===== src/rtl/acc_icb_rd_dma.sv =====
// Read-DMA stage: on a rising 'running' edge, fetches LEN words from SRC_ADDR over an ICB master
// (one read outstanding) and streams them to the compute core through a small FIFO.
module acc_icb_rd_dma #(
    parameter logic [31:0] SRC_ADDR   = 32'h1004_2000,
    parameter int          LEN        = 16,
    parameter int          FIFO_DEPTH = 4
) (
    input  logic        clk,
    input  logic        rst,
    input  logic        running,
    output logic        mst_icb_cmd_valid,
    input  logic        mst_icb_cmd_ready,
    output logic [31:0] mst_icb_cmd_addr,
    output logic        mst_icb_cmd_read,
    output logic [31:0] mst_icb_cmd_wdata,
    output logic [3:0]  mst_icb_cmd_wmask,
    input  logic        mst_icb_rsp_valid,
    output logic        mst_icb_rsp_ready,
    input  logic [31:0] mst_icb_rsp_rdata,
    input  logic        mst_icb_rsp_err,
    output logic        out_valid,
    input  logic        out_ready,
    output logic [31:0] out_data,
    output logic        busy,
    output logic        done,
    output logic        err
);

    localparam int             PW      = $clog2(FIFO_DEPTH);
    localparam logic [15:0]    LEN_W   = 16'(LEN);
    localparam logic [PW:0]    DEPTH_W = (PW + 1)'(FIFO_DEPTH);
    localparam logic [PW:0]    CNT_ONE = (PW + 1)'(1);
    localparam logic [PW-1:0]  PTR_ONE = PW'(1);

    typedef enum logic [2:0] {
        S_IDLE,
        S_REQ,
        S_WAIT,
        S_DRAIN,
        S_DONE,
        S_ERR
    } state_t;

    state_t        state_q, state_d;
    logic [15:0]   cnt_q, cnt_d;
    logic          running_d_q;
    logic [PW-1:0] wr_ptr_q, wr_ptr_d;
    logic [PW-1:0] rd_ptr_q, rd_ptr_d;
    logic [PW:0]   fifo_cnt_q, fifo_cnt_d;
    logic [31:0]   fifo_mem [FIFO_DEPTH];

    logic start;
    logic cmd_hs;
    logic rsp_hs;
    logic out_hs;
    logic push;

    assign mst_icb_cmd_read  = 1'b1;
    assign mst_icb_cmd_wdata = 32'h0;
    assign mst_icb_cmd_wmask = 4'h0;

    // cnt only changes in WAIT, so the address is stable for the whole REQ phase
    assign mst_icb_cmd_addr  = SRC_ADDR + {14'd0, cnt_q, 2'b00};
    assign mst_icb_cmd_valid = (state_q == S_REQ) && (fifo_cnt_q < DEPTH_W);
    assign mst_icb_rsp_ready = (state_q == S_WAIT);

    assign out_valid = (fifo_cnt_q != '0);
    assign out_data  = fifo_mem[rd_ptr_q];

    assign busy = (state_q == S_REQ) || (state_q == S_WAIT) || (state_q == S_DRAIN);
    assign done = (state_q == S_DONE);
    assign err  = (state_q == S_ERR);

    assign start  = running & ~running_d_q;
    assign cmd_hs = mst_icb_cmd_valid & mst_icb_cmd_ready;
    assign rsp_hs = mst_icb_rsp_valid & mst_icb_rsp_ready;
    assign out_hs = out_valid & out_ready;
    assign push   = rsp_hs & ~mst_icb_rsp_err;

    always_comb begin
        state_d = state_q;
        cnt_d   = cnt_q;
        unique case (state_q)
            S_IDLE: begin
                if (start) begin
                    state_d = S_REQ;
                    cnt_d   = 16'd0;
                end
            end
            S_REQ: begin
                if (cmd_hs) begin
                    state_d = S_WAIT;
                end
            end
            S_WAIT: begin
                if (rsp_hs) begin
                    if (mst_icb_rsp_err) begin
                        state_d = S_ERR;
                    end else begin
                        cnt_d   = cnt_q + 16'd1;
                        state_d = ((cnt_q + 16'd1) == LEN_W) ? S_DRAIN : S_REQ;
                    end
                end
            end
            S_DRAIN: begin
                if (fifo_cnt_q == '0) begin
                    state_d = S_DONE;
                end
            end
            default: begin
                state_d = state_q;
            end
        endcase
    end

    always_comb begin
        wr_ptr_d   = push   ? wr_ptr_q + PTR_ONE : wr_ptr_q;
        rd_ptr_d   = out_hs ? rd_ptr_q + PTR_ONE : rd_ptr_q;
        fifo_cnt_d = fifo_cnt_q;
        unique case ({push, out_hs})
            2'b10:   fifo_cnt_d = fifo_cnt_q + CNT_ONE;
            2'b01:   fifo_cnt_d = fifo_cnt_q - CNT_ONE;
            default: fifo_cnt_d = fifo_cnt_q;
        endcase
    end

    always_ff @(posedge clk) begin
        if (rst) begin
            state_q     <= S_IDLE;
            cnt_q       <= 16'd0;
            running_d_q <= 1'b0;
            wr_ptr_q    <= '0;
            rd_ptr_q    <= '0;
            fifo_cnt_q  <= '0;
        end else begin
            state_q     <= state_d;
            cnt_q       <= cnt_d;
            running_d_q <= running;
            wr_ptr_q    <= wr_ptr_d;
            rd_ptr_q    <= rd_ptr_d;
            fifo_cnt_q  <= fifo_cnt_d;
        end
    end

    // Storage needs no reset: pointers and count define which entries are live
    always_ff @(posedge clk) begin
        if (push) begin
            fifo_mem[wr_ptr_q] <= mst_icb_rsp_rdata;
        end
    end

endmodule


===== config.mk =====
export PLATFORM = sky130hd
export DESIGN_NAME = acc_icb_rd_dma
export DESIGN_NICKNAME = d
export VERILOG_FILES = /design/src/rtl/acc_icb_rd_dma.sv
export SDC_FILE = /design/constraint.sdc
export NUM_CORES = 1
export LEC_CHECK = 0
export ABC_AREA = 1
export ABC_CLOCK_PERIOD_IN_PS = 3100
export CORE_ASPECT_RATIO = 0.7
export CORE_MARGIN = 2
export CORE_UTILIZATION = 45
export DETAILED_ROUTE_END_ITERATION = 7
export PLACE_DENSITY = 0.75
export RECOVER_POWER = 50
export SYNTH_ARGS = -nofsm -noshare
export SYNTH_HDL_FRONTEND = slang
export SYNTH_SLANG_ARGS = --single-unit

===== constraint.sdc =====
create_clock -name clk -period 3.1 [get_ports clk]
set_input_delay 0.62 -clock clk [delete_from_list [all_inputs] [get_ports clk]]
set_output_delay 0.62 -clock clk [all_outputs]
set_load 0.01 [all_outputs]

== Word level (Yosys, flattened, before mapping) ==
Memories as Yosys holds them, arrays and structs flattened. A register that Yosys moved wholly into a read port is not among the register bits.
Index checks and enable logic that the tools add are counted.

* Mux-type cells: 16
* Add/subtract/negate cells: 6
* Reduce and logical (&&, ||, !) cells: 11
* Bitwise operators: 7
* Order comparisons: 1
* Eq/ne operators: 13

{| class="wikitable"
|+ Operators by type and width
! operator !! count
|-
| 16-bit 2-to-1 mux || 3
|-
| 16-bit one-hot mux with 2 select lines || 1
|-
| 29-bit by 18-bit adder with 30-bit output (first input constant) || 1
|-
| 16-bit by 1-bit adder with 16-bit output (second input constant) || 1
|-
| 16-bit by 5-bit equality test with 1-bit output (second input constant) || 1
|-
| 3-bit 2-to-1 mux || 5
|-
| 3-bit one-hot mux with 4 select lines || 1
|-
| 3-bit by 2-bit equality test with 1-bit output (second input constant) || 2
|-
| 3-bit equality test (second input constant) || 2
|-
| 3-bit logical NOT || 2
|-
| 2-bit 2-to-1 mux || 3
|-
| 2-bit != test (second input constant) || 3
|-
| 3-bit one-hot mux with 2 select lines || 1
|-
| 1-bit bitwise AND || 5
|-
| 5-bit AND reduction || 1
|-
| 2-bit by 1-bit adder with 2-bit output (second input constant) || 2
|-
| 2-bit by 1-bit != test with 1-bit output (second input constant) || 2
|-
| 4-bit AND reduction || 1
|-
| 2-bit nonzero test || 2
|-
| 4-bit nonzero test || 1
|-
| 3-bit by 1-bit adder with 3-bit output (second input constant) || 1
|-
| 3-bit by 1-bit equality test with 1-bit output (second input constant) || 1
|-
| 3-bit < comparator (second input constant) || 1
|-
| 3-bit nonzero test || 1
|-
| other kinds (7) || 10
|}

* Word-level logic and storage cells: 61
* Memories: 1
* RAM bits: 128
* Input bits: 39
* Bits in registers: 27
* Output and inout bits: 107

{| class="wikitable"
|+ Memory list
! memory !! depth !! width !! read ports !! clocked after Yosys merged registers in !! wr ports !! RTL line !! text
|-
| fifo_mem || 4 || 32 || 1 || 1 || 1 || 50 || <nowiki>logic [31:0] fifo_mem [FIFO_DEPTH];</nowiki>
|}

== Depth between registers and ports, before layout ==
* Depth in word-level cells: 6
* Depth in mapped cells: 14
* Mapped depth without buffers: 12

== Worst setup path after synthesis ==
OpenSTA, ideal clock, no wires.

* Kind: in2reg
* Start point: in running
* End point: mem fifo_mem[0][0] (enable)
* Arrival: 2.582 ns
* Data required time: 2.679 ns
* Path slack: 0.097 ns
* Library setup time: 0.421 ns
* Buffers on the path: 1
* Cell stages on the path: 7
* Cells stage by stage: inv_1 nor3_1 nor2_1 nor2_2 nand2_2 buf_4 nor2_1

{| class="wikitable"
|+ RTL lines
! what !! RTL line !! text
|-
| start: declaration || 10 || <nowiki>input logic running,</nowiki>
|-
| end: declaration || 50 ||
|}

==> impl_metrics.csv <==
group,metric,value,unit
run_status,outcome,"completed",
pwr,p_sw,1.80,mW
die,dieHeight,108,um
grt,grt_max_degree,47,
worst_setup_path,slowest_stage,"clkdlybuf4s50_1",
pwr,p_comb_frac,0.235,
route,viasPerCell,4.97,
die,start_util,0.455,
finish,nets,792,
logic_synthesis,seq_area_frac_synth,0.635,
placed_design,globalplace.congestion,0.889,
placed_design,io_buffers,94,
finish,fill_cells,1330,
pwr,intPower,4.02,mW
logic_synthesis,syn_avg_cell_area,10.6,um2
cts,post_cts_resized,0,
pwr,p_seq_frac,0.415,
worst_setup_path,critPathCaptureType,"primary output",
sta,maxSlewViolCount,0,
cts,postCtsSetupBuffers,0,
logic_synthesis,netlist_instances,658,
route,wire_per_inst,14.9,um
worst_setup_path,reg2reg_from,"state_q[1]$_SDFFE_PP0P_",
grt,grt_pass1_vias,4318,
min_path,hp-start,"fifo_cnt_q[0]$_SDFFE_PP0P_",
cts,cts-root-buf,"clkbuf_16",
min_path,hp-class,"flop to flop",
worst_setup_path,crit_path_max_incr_delay,590,ps
cts,path_clk_slew,70,ps
worst_setup_path,crit_chain,"clkinv_1 > buf_4 > o21ai_0 > o22ai_1 > clkdlybuf4s50_1",
grt,grt_use_total,0.175,
route,drt_iter0_markers,451,
die,row_count,38,
cts,cts.path.max_buffers,2,
sta,worstMarginPinSlew,940,ps
cts,clkSinkCount,157,
sta,hold_violations,0,
logic_synthesis,syn-cell-area,0.00696,mm2
worst_setup_path,cp_data_required_time,2480,ps
logic_synthesis,synth_seq_cells,157,
placed_design,dp_hpwl,9040,um
sta,clock_skew,16.6,ps
sta,fin_crit,2840,ps
cts,numCtsBuffers,17,
sta,fmax,352,MHz
route,dr.pass1.iters,5,
finish,area_growth,21.9,%
finish,utilization,0.554,
sta,final.period_utilization,0.915,
worst_setup_path,crit_path_start_kind,"flop",
route,ant_nets,0,
finish,antenna_cells,0,
worst_setup_path,path_class,"flop to primary output",
flow_run,cap_violations,0,
grt,grt-ovfl-total,0,
pwr,p_total,5.82,mW
pwr,netSwitchingFraction,0.309,
cts,h-tree-depth,4,
pwr,powerDensity,686,mW/mm2
sta,max_slew_margin,0.373,
sta,rsz0062_at_grt,"no",
grt,grt_pass1_wl,22400,um
die,dieWidth,153,um
grt,antenna_found_initial,0,
pwr,vdd.ir_drop.worst,463,uV
logic_synthesis,ys.flop_type,"edfxtp_1",
logic_synthesis,ys_types,28,
route,num_vias,4754,
cts,cts_tree,"yes",
die,die_area,0.0165,mm2
sta,setup_tns,0,ps
finish,drive_gt1_frac,0.0700,
logic_synthesis,postSynth.asyncResetShare,0,
logic_synthesis,yosysTopAreaCell,"edfxtp_1",
cts,hold_buffers,0,
sta,finalSetupViolCount,0,
logic_synthesis,synthTopCellsByArea,"edfxtp_1, dfxtp_1, buf_4, o21ai_0, nor2_1",
route,wl,14300,um
pwr,p_leak,3.01,nW
cts,clock_latency,420,ps
logic_synthesis,synth_top_area_frac,0.552,
logic_synthesis,synth_edf_count,128,
worst_setup_path,crit_fanout,46,
logic_synthesis,ys_warn_count,0,
die,pin_count,146,
worst_setup_path,arrival,2220,ps
pwr,p_clk_frac,0.349,
die,core_area,0.0153,mm2
route,drc,0,
==> power groups by stage <==
| stage | logic [mW] | clock network [mW] | registers, mW |
|---|---|---|---|
| floorplan | 0.811 | 0 | 2.45 |
| global placement | 1.38 | 0 | 2.46 |
| detailed placement | 1.40 | 0 | 2.46 |
| CTS | 1.41 | 2.06 | 2.41 |
| global route | 1.52 | 2.16 | 2.43 |
| finish | 1.37 | 2.03 | 2.42 |
==> routing by layer <==
layer  global-route usage  up-vias  part of all wire
met5                    0        -                 0
met4               0.0569        0             0.010
li1                     -     2344                 -
met1                0.255     2221              0.47
met3               0.0345       11             0.060
met2                0.265      178              0.46
==> placed cells by master, fill, tap and decap left out, drive strengths merged, types with 8 or more instances in the layout <==
cell / instances
nand3: 21
clkdlybuf4s50: 53
dlygate4sd3: 41
clkbuf: 19
inv: 48
nand2: 78
nand4: 8
buf: 10
conb: 51
a21oi: 25
dfxtp: 29
ha: 8
edfxtp: 128
o21ai: 77
o22ai: 32
nor2: 106
==> kinds of logic after synthesis <==
logic type      after synthesis  share of synthesized area
compound gates              136                      0.104
xor+xnor                      4                    0.00503
fa+ha+maj                     9                     0.0172
buf+inv                     129                      0.105
flops                       157                      0.635
other cells                   2                    0.00108
simple gates                221                      0.132
==> synth_stat cells (4+ instances only) <==
cell and n:
nand4_1 8, nor2_1 101, nand2_1 74, inv_1 39, a21oi_1 25, nor3_1 6, nand2_2 4, edfxtp_1 128
nor2_2 4, buf_4 66, xor2_1 4, ha_1 8, clkbuf_1 17, dfxtp_1 29, o21ai_0 77, nand3_1 21
o22ai_1 32
==> final cells by class <==
class / count / area (um2) / area share
well taps: 200 / 250 / 0.0295
repair buffers: 106 / 1060 / 0.125
inverters: 41 / 154 / 0.0181
flip-flops and latches: 157 / 4430 / 0.521
clock inverters: 15 / 166 / 0.0196
multi-input cells: 421 / 2000 / 0.236
clock buffers: 17 / 425 / 0.0501
==> registers in the layout (all words and copies together) (netlist names), named ones only <==
name / flops
wr_ptr_q: 2
rd_ptr_q: 2
state_q: 3
cnt_q: 16
fifo_mem: 128
running_d_q: 1
fifo_cnt_q: 3
==> critical path, delay by kind of cell (launching register included) <==
family | cells | cell delay, ps
flops | 1 | 330
buf+inv | 3 | 1030
compound gates | 2 | 420
==> final timing paths <==
kind / to / slack (ps) / cells past startpoint
worst max-delay path: out_data[3] / 260 / 5
worst min-delay path: fifo_cnt_q[0]$_SDFFE_PP0P_ / 450 / 1
worst max register to register: fifo_mem[2][2]$_DFFE_PP_ / 520 / 8
worst min register to register: fifo_cnt_q[0]$_SDFFE_PP0P_ / 450 / 1
==> metrics by stage <==
stage	hold slack, ps	instance area (um2)	setup WS (ps)	cells
after floorplan	423	7150	97.2	707
after global placement	438	7930	334	925
after detailed placement	439	7930	306	925
after CTS	449	8520	218	957
after global routing	470	8490	91.5	957
final	453	8490	262	957
Note: power is estimated with default switching activity, not from simulation.
